$ cat src/rtl/cpu_pkg.sv
// rtl/cpu_pkg.sv - shared CPU front-end types and widths
package cpu_pkg;

    localparam int PC_W   = 8;
    localparam int INST_W = 32;
    localparam logic [PC_W-1:0] RESET_PC = '0;

    typedef enum logic [1:0] {
        S_IDLE,
        S_WAIT,
        S_DROP
    } fetch_state_t;

    typedef struct packed {
        logic [PC_W-1:0]   pc;
        logic [INST_W-1:0] inst;
    } fetch_entry_t;

endpackage

$ cat src/rtl/fetch_fifo.sv
// rtl/fetch_fifo.sv - synchronous instruction buffer with flush
module fetch_fifo #(
    parameter int W     = 40,
    parameter int DEPTH = 2,
    localparam int CNT_W = $clog2(DEPTH + 1),
    localparam int PTR_W = $clog2(DEPTH)
) (
    input  logic             clk,
    input  logic             reset,
    input  logic             push,
    input  logic             pop,
    input  logic             flush,
    input  logic [W-1:0]     din,
    output logic [W-1:0]     dout,
    output logic             full,
    output logic             empty,
    output logic [CNT_W-1:0] count
);

    logic [W-1:0]     mem [DEPTH];
    logic [PTR_W-1:0] wr_ptr, rd_ptr;
    logic             do_push, do_pop;

    function automatic logic [PTR_W-1:0] next_ptr(input logic [PTR_W-1:0] p);
        return (p == PTR_W'(DEPTH - 1)) ? '0 : p + PTR_W'(1);
    endfunction

    assign full    = (count == CNT_W'(DEPTH));
    assign empty   = (count == '0);
    assign dout    = mem[rd_ptr];
    assign do_pop  = pop && !empty;
    assign do_push = push && !flush && (!full || do_pop);

    always_ff @(posedge clk) begin
        if (!reset || flush) begin
            wr_ptr <= '0;
            rd_ptr <= '0;
            count  <= '0;
        end else begin
            if (do_push) wr_ptr <= next_ptr(wr_ptr);
            if (do_pop)  rd_ptr <= next_ptr(rd_ptr);
            count <= count + CNT_W'(do_push) - CNT_W'(do_pop);
        end
    end

    always_ff @(posedge clk) begin
        if (do_push) mem[wr_ptr] <= din;
    end

endmodule

$ cat src/rtl/fetch_unit.sv
// rtl/fetch_unit.sv - PC owner, single-outstanding imem fetch, decode handoff buffer
module fetch_unit
    import cpu_pkg::*;
#(
    parameter int              PC_W     = cpu_pkg::PC_W,
    parameter int              INST_W   = cpu_pkg::INST_W,
    parameter int              DEPTH    = 2,
    parameter logic [PC_W-1:0] RESET_PC = cpu_pkg::RESET_PC
) (
    input  logic              clk,
    input  logic              reset,
    input  logic              redirect_valid,
    input  logic [PC_W-1:0]   redirect_pc,
    output logic              imem_req,
    output logic [PC_W-1:0]   imem_addr,
    input  logic              imem_ready,
    input  logic              imem_rvalid,
    input  logic [INST_W-1:0] imem_rdata,
    output logic              inst_valid,
    input  logic              inst_ready,
    output logic [INST_W-1:0] inst_data,
    output logic [PC_W-1:0]   inst_pc
);

    localparam int E_W   = PC_W + INST_W;
    localparam int CNT_W = $clog2(DEPTH + 1);

    fetch_state_t      state_q, state_d;
    logic [PC_W-1:0]   fetch_pc, req_pc;
    logic [E_W-1:0]    head, hold_q;
    logic              accept, push, pop;
    logic              fifo_full, fifo_empty;
    logic [CNT_W-1:0]  fifo_count;

    assign imem_addr  = fetch_pc;
    assign imem_req   = reset && (state_q == S_IDLE) && !redirect_valid && !fifo_full;
    assign accept     = imem_req && imem_ready;
    assign push       = (state_q == S_WAIT) && imem_rvalid && !redirect_valid;
    assign inst_valid = reset && (fifo_count != '0);
    assign pop        = inst_valid && inst_ready;

    // Empty buffer keeps presenting the last head so decode sees stable data.
    assign {inst_pc, inst_data} = fifo_empty ? hold_q : head;

    fetch_fifo #(.W(E_W), .DEPTH(DEPTH)) u_fifo (
        .clk   (clk),
        .reset (reset),
        .push  (push),
        .pop   (pop),
        .flush (redirect_valid),
        .din   ({req_pc, imem_rdata}),
        .dout  (head),
        .full  (fifo_full),
        .empty (fifo_empty),
        .count (fifo_count)
    );

    always_comb begin
        state_d = state_q;
        case (state_q)
            S_IDLE: if (accept) state_d = S_WAIT;
            S_WAIT: begin
                if (imem_rvalid)         state_d = S_IDLE;
                else if (redirect_valid) state_d = S_DROP;
            end
            S_DROP: if (imem_rvalid) state_d = S_IDLE;
            default: state_d = S_IDLE;
        endcase
    end

    always_ff @(posedge clk) begin
        if (!reset) begin
            state_q  <= S_IDLE;
            fetch_pc <= RESET_PC;
            req_pc   <= '0;
            hold_q   <= '0;
        end else begin
            state_q <= state_d;
            if (redirect_valid)  fetch_pc <= redirect_pc;
            else if (accept)     fetch_pc <= fetch_pc + PC_W'(1);
            if (accept)          req_pc   <= fetch_pc;
            if (!fifo_empty)     hold_q   <= head;
        end
    end

endmodule

$ cat config.mk
export PLATFORM = sky130hd
export DESIGN_NAME = fetch_unit
export DESIGN_NICKNAME = d
export VERILOG_FILES = /design/src/rtl/cpu_pkg.sv /design/src/rtl/fetch_fifo.sv /design/src/rtl/fetch_unit.sv
export SDC_FILE = /design/constraint.sdc
export NUM_CORES = 1
export LEC_CHECK = 0
export CAP_MARGIN = 25
export CORE_ASPECT_RATIO = 1.2
export CORE_MARGIN = 2
export CORE_UTILIZATION = 40
export CTS_BUF_LIST = sky130_fd_sc_hd__clkbuf_8
export CTS_CLUSTER_SIZE = 20
export DETAILED_ROUTE_END_ITERATION = 12
export GPL_ROUTABILITY_DRIVEN = 0
export PLACE_DENSITY = 0.64
export SLEW_MARGIN = 30
export SYNTH_ARGS = -nofsm -noshare
export SYNTH_HDL_FRONTEND = slang
export SYNTH_HIERARCHICAL = 1
export SYNTH_SLANG_ARGS = --single-unit
$ cat constraint.sdc
create_clock -name clk -period 7.7 [get_ports clk]
set_clock_uncertainty 0.15 [all_clocks]
set_input_delay 0.77 -clock clk [delete_from_list [all_inputs] [get_ports clk]]
set_output_delay 0.77 -clock clk [all_outputs]
set_load 0.01 [all_outputs]
======== Yosys cells after proc, flatten, opt, wreduce, memory -nomap -nowiden ========
Memories as Yosys holds them, arrays and structs flattened. A register that Yosys moved wholly into a read port is not among the register bits.
Index checks and enable logic that the tools add are counted.
storage, ports and cells
  register bits after elaboration ......... 62
  memory bits (writable) .................. 80
  input bits .............................. 46
  output and inout bits ................... 50
  logic and storage cells ................. 55
  memories kept ........................... 1
memories
  memory      words  bits a word  read ports  clocked after Yosys merged registers in  wr ports  RTL line          text
  u_fifo.mem  2      40           1           1                                        1         fetch_fifo.sv:20  logic [W-1:0] mem [DEPTH];
cells by class
  add/subtract/negate cells ............... 5
  eq/ne operators ......................... 6
  muxes and demuxes ....................... 14
  reductions and logical operators ........ 22
operators by type and width
  kind                   number
  $mux W40               1
  $mux W8                2
  $logic_and A1 B1 Y1    11
  $add A8 B1 Y8 const B  1
  $mux W2                4
  $mux W1                6
  $pmux W2 S3            1
  $eq A2 B2 Y1 const B   2
  $logic_not A1 Y1       4
  $logic_not A2 Y1       2
  $ne A2 B2 Y1 const B   2
  $reduce_bool A2 Y1     2
  $ne A3 B3 Y1 const B   1
  $reduce_and A3 Y1      1
  $add A1 B1 Y1 const B  2
  $add A2 B1 Y2          1
  $eq A2 B1 Y1 const B   1
  $logic_or A1 B1 Y1     2
  $sub A2 B1 Y2          1

======== Logic depth before layout (Yosys ltp) ========
Gate-level depths: netlist (run 1).
  depth in word-level cells ............... 8
  mapped depth ............................ 10
  depth with buffers taken out ............ 9

======== Hierarchy ========
The synthesis (run 1) kept the hierarchy.
by module, submodules not included
  module      instances  cells an instance  area each (um2)  sequential area each (um2)
  fetch_fifo  1          158                3154.3           2502.4
  fetch_unit  1          234                2444.8           1161.1

======== Worst setup path before layout (run 1) ========
No wires, ideal clock.
  path type ............................... input -> register
  start point ............................. input port redirect_valid
  end point ............................... memory u_fifo.mem[1][0], enable pin
  setup time .............................. 0.437 ns
  arrival time ............................ 3.183 ns
  data required time ...................... 7.113 ns
  slack ................................... 3.930 ns
  stages .................................. 5
  buffers on the path ..................... 0
  cells stage by stage .................... nor2_1 -> and3_1 -> nor2b_1 -> nand2b_1 -> nor2_1
between the ends
  cells in the longest elaborated chain, start to end .. 6
RTL lines
  what                              RTL line          text
  from (decl)                       fetch_unit.sv:12  input logic redirect_valid,
  $logic_not A1 Y1                  fetch_unit.sv:38  assign push = (state_q == S_WAIT) && imem_rvalid && !redirect_valid;
  $logic_and A1 B1 Y1               fetch_unit.sv:38
  named net push                    fetch_unit.sv:31  logic accept, push, pop;
  $logic_and A1 B1 Y1 (2 in a row)  fetch_fifo.sv:32  assign do_push = push && !flush && (!full || do_pop);
  $mux W1                           fetch_fifo.sv:47  if (do_push) mem[wr_ptr] <= din;
  $mux W1 (not written as such)     fetch_fifo.sv:47
  to (decl)                         fetch_fifo.sv:20
The timed path passes the listed nets, and every way through them passes these cells.

======== Final worst setup path (run 1) ========
  start point ............................. input port redirect_valid
  end point ............................... output port imem_req
between the ends
  cells in the longest elaborated chain, start to end .. 3
RTL lines
  what                              RTL line          text
  $logic_not A1 Y1                  fetch_unit.sv:36  assign imem_req = reset && (state_q == S_IDLE) && !redirect_valid && !fifo_full;
  $logic_and A1 B1 Y1 (2 in a row)  fetch_unit.sv:36
  to (decl)                         fetch_unit.sv:14  output logic imem_req,
Every way passes these cells.

==> impl.org, run 1 <==
** Status
- The flow ran to the end, and the final reports show no timing, DRC or antenna violations.

** CTS
- CTS Hold Buffers Added :: 0
- Once the clock tree was built, the resizer swapped 0 gates to a different size.
- Clock tree synthesis selected as its root buffer the cell clkbuf_8.
- Number of buffers inserted during clock tree synthesis :: 17
- Source-to-sink clock delay at the later pin of the worst-skew pair :: 0.42 ns
- Clock tree buffer depth :: 2
- TritonCTS clock tree :: done
- The tree built by TritonCTS fans out to 143 sinks.
- In this run the number of H-tree levels came out at 4.
- The number of setup buffers added after CTS is 0.
- CTS clk-pin slew, worst paths :: 0.08 ns

** Detailed routing
- Number of vias after detailed routing :: 3245
- After detailed routing, the average wire length per cell comes to 15.3 um.
- The first routing iteration left 156 violations.
- Total wire length :: 10300 um
- Remaining DRCs :: 0
- In the routed layout, each cell is associated on average with a via count of 4.81.
- Once detail routing completed, the nets flagged for antenna violations numbered 0.
- First-pass detailed-route iteration total :: 5

** Synth
- The synthesized netlist devotes 0.447% of its cell area to adder and majority cells.
- Top area cells in the synthesized netlist :: edfxtp_1 43%, dfxtp_1 23%, mux2_2 8.2%
- The synthesized netlist devotes 9.72% of its cell area to simple gates.
- After synthesis the cells add up to 0.00560 sq mm.
- Yosys warns :: 6
- Main combinational cell family by area after synthesis :: multiplexers
- Dominant register cell in the synthesized netlist :: edfxtp_1
- Summing the areas of all xor and xnor instances in the mapped netlist gives 0.626% of the synthesized area.
- Post-synthesis net count :: 440
- Top cell type by total area after synthesis :: edfxtp_1
- The synthesized netlist devotes 4.83% of its cell area to compound gates.
- Multiplexer cells account for 16.5% of the synthesized area.
- The share of synthesized area in the top cell type comes to 42.9%.
- Count of flip-flops with a built-in enable after synthesis :: 80
- Yosys cell types :: 45
- Of all flip-flops after synthesis, the portion carrying an async set or reset was 0%.
- The share of the Yosys chip area taken by registers is 65.4%.
- The cell count after synthesis came out at 392.
- Post-synthesis area per instance :: 14.3 sq um
- The synthesized design contains 143 register bits.

** Global routing
- Vias in the first global route :: 3433
- Wire length of the first global-routing pass :: 16700 um
- GRT Overall Usage :: 14.4%
- Grt total ovfl :: 0
- Entering global routing, the biggest net connects 65 pins.
- Antenna violations before repair :: 0

** Setup path
- In this run the worst path has a maximum fanout of 19.
- Startpoint-to-endpoint class of the critical path :: input port to output pin
- Worst endpoint required time :: 6.78 ns
- Critical path destination :: imem_req
- The worst setup path is launched from an input port.
- The endpoint identified for the worst register-to-register timing path is u_fifo/mem[0][31].
- Counting cells, the worst reg-to-reg path comes to 5.
- The startpoint identified for the worst register-to-register timing path is u_fifo/count[1].
- Worst Setup SP :: redirect_valid
- Worst setup EP type :: output pin
- The setup check on the worst reg-to-reg path leaves a slack of 5.18 ns.
- Crit path DAT :: 2.75 ns

** Finish
- Compared with the post-synthesis result, the final layout area differs by 26.4%.
- The repair_antennas step left the layout with diodes totalling 0.
- The final layout contains 538 nets.
- The library cell used most frequently in the layout, excluding fill and tap cells, is clkdlybuf4s50_1.
- Fill cell total of the finished layout :: 1243
- Cells with a size suffix above 1 make up 15.9% of the layout.
- After routing the design area is 0.00708 sq mm.
- For this run, the number of standard cells in the final layout without fillers is 674.
- In the layout the commonest cells are 94 x clkdlybuf4s50_1, 80 x edfxtp_1, 62 x dfxtp_1, 41 x and2_1, 41 x mux2_2.

** Floorplan
- Initial cell density of the core :: 40.7%
- Area of the placeable core :: 0.0138 sq mm
- Measured along the x axis, the die boundary spans 112 um.
- Die boundary height :: 134 um
- Number of core rows :: 47
- IO Pins :: 96
- The die covers 0.0150 sq mm.

** STA
- Setup repair after global routing missed its margin :: no
- Of the available clock period, the critical path in the final layout requires 47.7%.
- The number of max-slew violations in the final report is 0.
- Setup violations remaining at the end of the flow were counted as 0.
- Setup total negative slack on the finished layout was measured at 0 ns.
- The worst path in the final design needs a cycle of 3.67 ns, including I/O delays and setup.
- The number of hold violations in the final report came to 0.
- Max Clk Rate :: 0.272 GHz
- Headroom to the max-slew limit came out at 50.8%.
- For the pin with the worst max-slew slack, the measured transition is 0.737 ns.

** Placement
- Count of input and output buffers :: 95
- Instance count after placement with tap cells included :: 642
- In this run the cell area measured after placement is 0.00672 sq mm.
- Detailed placement HPWL :: 6820 um

** Power and ir drop
- Power comes to 1390 uW.
- In this run the static leakage power is 0.00257 uW.
- VDD sags by at most 0.0889 mV.
- Power density over cell area :: 196 mW/mm^2

** Flow run
- Max-cap violations in this run came to 0.

** Worst hold path
- The worst hold path begins at state_q[1].
- The path class of the tightest hold or removal check is flop to flop.
[cell usage after synthesis (all sizes together) (3+ instances only)]
cell and n:
mux2 81, edfxtp 80, dfxtp 63, and2 42, nand2 28, buf 13
a21boi 10, nor2 9, a21oi 8, inv 8, clkbuf 6, nor2b 4
nor3b 3, o21ai 3, o31ai 3
[worst max-delay path: stages]
cell,delay (ns)
clkdlybuf4s50_1,0.71
nor2_1,0.35
nor4bb_1,0.33
clkdlybuf4s50_1,0.59
[per-layer routing]
metal / track usage [%] / wire, um
met5: 0 / 0
met4: 5.08 / 130
met3: 4.78 / 501
met2: 25.5 / 5350
met1: 16.4 / 4310
[logic make-up (layout without fill, tap and decap cells)]
family / count (synthesis) / count (layout)
AO/OA/AOI/OAI: 37 / 37
AND/OR/NAND/NOR: 97 / 97
adder cells (fa/ha/maj): 2 / 2
multiplexers: 82 / 82
buffers and inverters: 27 / 138
XOR/XNOR: 4 / 4
flip-flops: 143 / 143
[area by class of cell]
cell class | instances | area (sq um) | share of cell area, %
sequential | 143 | 3670 | 51.8
multi-input combinational | 222 | 1810 | 25.6
timing repair buffer | 98 | 998 | 14.1
clock buffer | 20 | 275 | 3.89
tap | 171 | 214 | 3.02
clock inverter | 12 | 78.8 | 1.11
inverter | 8 | 31.3 | 0.442
[sequential cells by signal (all words and copies together) (netlist names), named ones only]
register       flops
hold_q            40
imem_addr          8
req_pc             8
state_q            2
u_fifo/count       2
u_fifo/mem        80
u_fifo/rd_ptr      1
u_fifo/wr_ptr      1
[power by group]
group	total, uW	internal [uW]	switching (uW)
clock	520	271	249
combinational	56.7	32.9	23.8
sequential	813	808	5.02
[stage by stage]
stage / setup slack, ns / hold WS (ns) / utilization (%)
2_1_floorplan: 3.93 / 0.271 / -
4_1_cts: 4.04 / 0.299 / 51.4
5_1_grt: 3.85 / 0.322 / 51.4
6_report: 4.03 / 0.295 / 51.4
3_3_place_gp: 3.72 / 0.281 / 48.5
3_5_place_dp: 3.76 / 0.287 / 48.8
[worst min-delay path by stage]
| stage | end | slack [ns] | depth (start not counted) |
|---|---|---|---|
| after floorplan | state_q[0] | 0.27 | 1 |
| after global placement | u_fifo/mem[0][36] | 0.28 | 0 |
| after detailed placement | u_fifo/mem[1][36] | 0.29 | 0 |
| after CTS | state_q[0] | 0.30 | 1 |
| after global routing | u_fifo/mem[1][34] | 0.32 | 0 |
| final | state_q[0] | 0.30 | 1 |
(Power assumes the default switching activity.)
==> inputs of run 2 (changes only) <==
clock period = 3.42 ns   (was 7.7 ns; I/O delays follow)
==> run 2 against run 1 <==
Compared with the run above:
- die area unchanged
- cell area up 1.4%
- largest power group unchanged
- register-to-register slack worse by 4.2 ns
- via count grew 2.5%
- sequential share of layout area fell by 0.73 points
- largest cell class unchanged
==> impl.org, run 2 (same netlist as run 1, synthesis figures left out) <==
** Setup path
- Data on the critical path arrives at its endpoint at 2.41 ns.
- R2R Path Start :: state_q[1]
- Tracing the worst setup path back leads to its startpoint at u_fifo/count[1].
- Cell count of the worst reg-to-reg path :: 9
- Endpoint of the worst register-to-register path :: u_fifo/count[1]
- Worst setup EP type :: output pin
- Setup slack on the worst reg-to-reg path comes out at 0.95 ns.
- Startpoint types :: flop
- Critical path peak fanout :: 12
- The critical path is of the flop to output pin type.
- Worst endpoint required time :: 2.93 ns
- Critical path destination :: inst_data[31]

** Power and ir drop
- Switching part of the total power :: 21.1%
- Leakage power :: 0.00261 uW
- Power spread over the standard cell area amounts to 461 mW/mm^2.
- Highest ir drop seen on vdd :: 0.190 mV
- Internal power :: 2610 uW
- Per report_power, the combinational group accounts for 3.9% of the total.
- Portion of total power attributed to sequential cells :: 55.3%
- Net switching component of the power :: 698 uW
- Clock network power share :: 40.9%

** Placement
- Prior to clock tree synthesis, the placed netlist has a worst setup slack of 0.534 ns.
- Summing all placed instances gives a cell area of 0.00677 sq mm.
- Summed over all nets, the half-perimeter wirelength after detailed placement is 6960 um.
- Count of input and output buffers :: 95

** Detailed routing
- Total wire length :: 10700 um
- Before antenna repair, the detailed router went through 4 iterations.
- In this run the remaining antenna-violating nets after routing total 0.
- The final route contains 3327 vias.
- The detailed router finished its first iteration with 110 violations.
- Routed WL per cell :: 15.7 um
- Remaining DRCs :: 0
- Via-to-Cell Ratio :: 4.89

** STA
- Max Clk Rate :: 0.345 GHz
- Transition time of the tightest slew-check pin :: 0.556 ns
- Setup repair after global routing missed its margin :: no
- The worst path needs 2.90 ns of the cycle, external delays included.
- Setup TNS :: 0 ns
- Final Worst Setup Slack :: 0.522 ns
- The worst pin sits at a relative slew slack of 62.9%.
- Share of the clock period used by the worst path :: 84.7%
- The number of max-slew violations in the final report is 0.
- Setup violations remaining at the end of the flow were counted as 0.
- The number of hold violations in the final report was 0.

** Global routing
- Antenna violations before repair :: 0
- GRT Overall Usage :: 14.8%
- Maximum number of pins on one net before global-route repair :: 64
- The first global-routing pass estimated 17200 um of wire.
- Vias in the first global route :: 3507
- Grt total ovfl :: 0

** Finish
- Fill cell total of the finished layout :: 1210
- Layout Area Growth over Synthesis :: 28.1%
- Summed area of non-filler cells in the final layout :: 0.00717 sq mm
- In the final layout, the share of cells above drive strength 1 is 18.3%.
- In the final design database the tool counted 544 nets.
- Top library cells by usage in the layout, fill and taps aside :: 94 x clkdlybuf4s50_1, 80 x edfxtp_1, 62 x dfxtp_1, 41 x and2_1, 41 x mux2_2
- u_fifo/mem holds more flip-flops than any other register.
- The register with the most flip-flops in the layout has 80 of them.
- Most common library cell in the layout ignoring fill and taps :: clkdlybuf4s50_1
- ANT cells :: 0
- Top flop regs :: u_fifo/mem: 80 flops, hold_q: 40 flops

** Worst hold path
- In this run the worst hold path is classified as flop to flop.

** CTS
- In this run the clock root is driven by a clkbuf_8.
- Post-cts resize count :: 0
- Source-to-sink clock delay at the later pin of the worst-skew pair :: 0.43 ns
- CTS Hold Buffers Added :: 0
- Clock tree buffer depth :: 2
- TritonCTS clock tree :: done
- Htree depth :: 4
- After clock tree synthesis, the clock-pin slew on the worst setup and hold paths is 0.08 ns.
- Number of buffers inserted during clock tree synthesis :: 17
- Post-CTS timing repair inserted 0 buffers for setup.
- Clk sink count :: 143

** Floorplan
- IO Pins :: 96
- The core region is 0.0138 sq mm.
- Die Outline Area :: 0.0150 sq mm
- The floorplan has 47 rows.
- The die is 134 um tall.
- Initial cell density of the core :: 40.7%
- Horizontal extent of the die :: 112 um

** Flow run
- Max_cap viols :: 0

** Status
- Outcome :: completed
[run 2: cell types whose count changed in the layout (fill, tap and decap cells not counted), moves of 3 or more]
cell | before | now
buf_12 | 0 | 3
buf_4 | 2 | 6
clkbuf_8 | 20 | 17
clkinv_4 | 0 | 3
inv_1 | 12 | 7
inv_4 | 0 | 3
[run 2: critical path: stages, from the launching register on]
cell and delay, ns:
dfxtp_1 0.41, nor2_4 0.41, buf_4 0.29, mux2_1 0.38
clkdlybuf4s50_1 0.49
[run 2: routing by layer]
layer	vias up	track usage [%]	share of wire, %
met4	0	5.08	1.2
met1	1619	16.3	41
met2	79	26.9	53
li1	1619	-	-
met3	10	4.69	4.1
met5	-	0	0
[run 2: cell type report]
cell class | instances | area (sq um) | share of cell area [%]
flip-flops and latches | 143 | 3660 | 51.1
multi-input cells | 222 | 1810 | 25.3
repair buffers | 104 | 1050 | 14.7
clock buffers | 17 | 234 | 3.26
well taps | 171 | 214 | 2.98
clock inverters | 15 | 168 | 2.34
inverters | 8 | 30.0 | 0.419
[run 2: power by group through the flow]
stage	clock network, uW	registers [uW]	logic, uW
2_1_floorplan	0	1870	44.3
3_3_place_gp	0	1870	127
3_5_place_dp	0	1870	129
4_1_cts	1400	1830	130
5_1_grt	1480	1830	139
6_report	1350	1830	128
[run 2: stage by stage]
stage	utilization, %	power [uW]	instances	hold slack, ns
3_3_place_gp	49.2	2000	648	0.280
3_5_place_dp	49.2	2000	648	0.294
2_1_floorplan	-	1910	392	0.267
4_1_cts	52.1	3360	680	0.306
5_1_grt	52.1	3450	680	0.310
6_report	52.1	3310	680	0.307
[run 2: worst min-delay path by stage]
| stage | cells after the start | to | start |
|---|---|---|---|
| after floorplan | 1 | state_q[1] | imem_rvalid |
| after global placement | 1 | state_q[0] | state_q[1] |
| after detailed placement | 0 | u_fifo/mem[0][32] | req_pc[0] |
| after CTS | 1 | u_fifo/mem[0][16] | imem_rdata[16] |
| after global routing | 1 | u_fifo/mem[0][16] | imem_rdata[16] |
| final | 0 | u_fifo/mem[0][32] | req_pc[0] |
==> inputs of run 3 (changes only) <==
PLACE_DENSITY = 0.67   (was 0.64)
clock period = 2.45 ns   (was 3.42 ns; I/O delays follow)
==> run 3 against run 2 <==
Compared with the run above:
- sequential share of layout area down 0.85 points
- die area unchanged
- cell area up 1.8%
- combinational power up 42%
- critical path type unchanged
- clock power up 46%
- final cell count up 1.5%
- wire length down 4.0%
- critical endpoint is now inst_data[12]
==> impl.org, run 3 (same netlist as run 1, synthesis figures left out) <==
** Status
- The flow ran to the end, and the final reports show no timing, DRC or antenna violations.

** Setup path
- Worst endpoint required time :: 2.06 ns
- The setup path with the least slack is of type flop to output pin.
- Startpoint types :: flop
- Slack of the worst reg-to-reg path :: 0.25 ns
- Crit path DAT :: 1.97 ns
- Worst setup EP type :: output pin
- Critical path peak fanout :: 10

** Finish
- Cells with a size suffix above 1 make up 20.0% of the layout.
- Across the whole layout, storage elements account for 0.00367 sq mm.
- The multi-input combinational cells in the finished layout cover a total of 0.00181 sq mm.
- Cells fill 53.1% of the core in the end.
- Leaving out fill and tap cells, the most frequent cell in the layout is edfxtp_1.
- ANT cells :: 0
- The largest registers in the layout are u_fifo/mem: 80 flops, hold_q: 40 flops.
- Top library cells by usage in the layout, fill and taps aside :: 80 x edfxtp_1, 60 x dfxtp_1, 53 x clkdlybuf4s50_1, 41 x and2_1, 41 x mux2_2
- The layout has 1214 filler cells.
- Relative to the synthesized area, the layout overhead comes to 30.5%.
- Final #Nets :: 554
- The register with the most flip-flops in the layout has 80 of them.
- Biggest register :: u_fifo/mem

** Detailed routing
- In this run, the number of DRC markers left after iteration 0 of detailed routing was 113.
- Via-to-Cell Ratio :: 4.89
- Detailed routing inserted a total of 3375 vias.
- The first detailed-routing pass ran for 5 iterations.
- Remaining DRCs :: 0
- Routed WL per cell :: 14.9 um
- Count of antenna-violating nets left after detailed routing :: 0
- Total wire length :: 10300 um

** Power and ir drop
- The analysis attributes to cell leakage a power of 0.00289 uW.
- Power comes to 4710 uW.
- Dividing total power by cell area gives a power density of 645 mW/mm^2.
- IR analysis of the VDD net gives a maximum drop of 0.335 mV.

** CTS
- After clock tree synthesis, the clock-pin slew on the worst setup and hold paths is 0.07 ns.
- Source-to-sink clock delay at the later pin of the worst-skew pair :: 0.43 ns
- TritonCTS clock tree :: done
- CTS Hold Buffers Added :: 0
- Buffers inserted during clock tree synthesis total 17.
- Htree depth :: 4
- Clock tree synthesis found a total of 143 sinks.
- The root buffer cell chosen for the clock tree is clkbuf_8.
- Clock tree buffer depth :: 2

** Floorplan
- The floorplan step defined a die boundary enclosing 0.0150 sq mm.
- Once the floorplan was initialized, standard cells occupied 40.7% of the core.
- Row generation in the floorplan step produced 47 rows.
- IO Pins :: 96
- The die is 112 um wide.
- Die boundary height :: 134 um
- The core region is 0.0138 sq mm.

** Global routing
- Vias in the first global route :: 3459
- After global routing the overflow that remains totals 0.
- Global routing consumed, over all layers together, 14.6% of the routing resources.
- Wire length of the first global-routing pass :: 16900 um
- Entering global routing, the biggest net connects 38 pins.
- The number of antenna violations at the first check in global routing was 0.

** STA
- Slew headroom :: 76.5%
- The number of max-slew violations in the final report is 0.
- Hold Fails Final Rpt :: 0
- Setup repair after global routing missed its margin :: no
- Derived from the worst setup path, the maximum achievable clock frequency is 0.422 GHz.
- Final min period :: 2.37 ns
- Transition time of the tightest slew-check pin :: 0.352 ns
- Final Worst Setup Slack :: 0.0824 ns
- Setup violations remaining at the end of the flow were counted as 0.
- Share of the clock period used by the worst path :: 96.6%

** Placement
- During placement, the flow inserted port buffers numbering 95.
- At the placement stage, the worst setup path has a slack of -0.101 ns.
- Detailed placement HPWL :: 6720 um

** Flow run
- Across the run, the number of max-cap violations was 0.

** Worst hold path
- In this run the worst hold path is classified as input port to flop.
[run 3: cell types whose count changed in the layout (fill, tap and decap cells not counted), sizes merged]
cell	change
clkdlybuf4s15	+2
dlygate4sd2	+37
dlymetal6s2s	+2
bufinv	+1
buf	+10
clkdlybuf4s50	-41
inv	-3
clkinvlp	+2
[run 3: worst paths after layout]
| kind | endpoint | cells after the start | startpoint |
|---|---|---|---|
| max | inst_data[12] | 5 | flop |
| min | imem_addr[7] | 3 | reset |
| max reg2reg | u_fifo/count[1] | 9 | state_q[1] |
| min reg2reg | u_fifo/mem[0][34] | 0 | req_pc[2] |
[run 3: routing by layer]
layer  track usage, %  vias up  wire length [um]
met5                0        -                 0
met4             6.71        0               206
met2             25.4       75              5380
li1                 -     1642                 -
met3             3.96       19               444
met1             16.9     1639              4240
[run 3: cell type report]
cell class / instances / share of cell area, %
clock buffers: 17 / 3.20
clock inverters: 15 / 2.66
inverters: 8 / 0.462
multi-input cells: 222 / 24.8
flip-flops and latches: 143 / 50.2
well taps: 171 / 2.93
repair buffers: 114 / 15.7
[run 3: worst max-delay path, stage by stage, from the launching register on]
cell and delay, ns:
dfxtp_4 0.37, buf_12 0.13, buf_12 0.12, mux2_2 0.33
mux2_1 0.29, dlygate4sd2_1 0.29
[run 3: what timing repair did]
action                                  in CTS  in global routing
resized for setup                           43                  3
buffers inserted                             2                  2
endpoints found under the setup margin      40                  5
[run 3: per-stage QoR]
stage                     instance area [sq um]  hold WS, ns  cells  setup TNS, ns
final                                      7300        0.142    690              0
after global routing                       7300        0.119    690              0
after CTS                                  7270        0.112    688         -0.110
after detailed placement                   6870        0.295    654         -0.287
after global placement                     6870        0.283    654        -0.0548
after floorplan                            5610        0.170    392              0
[run 3: power breakdown]
part	switching, uW	internal, uW
logic	73.8	109
clock network	869	1100
registers	16.0	2540
total	958	3750
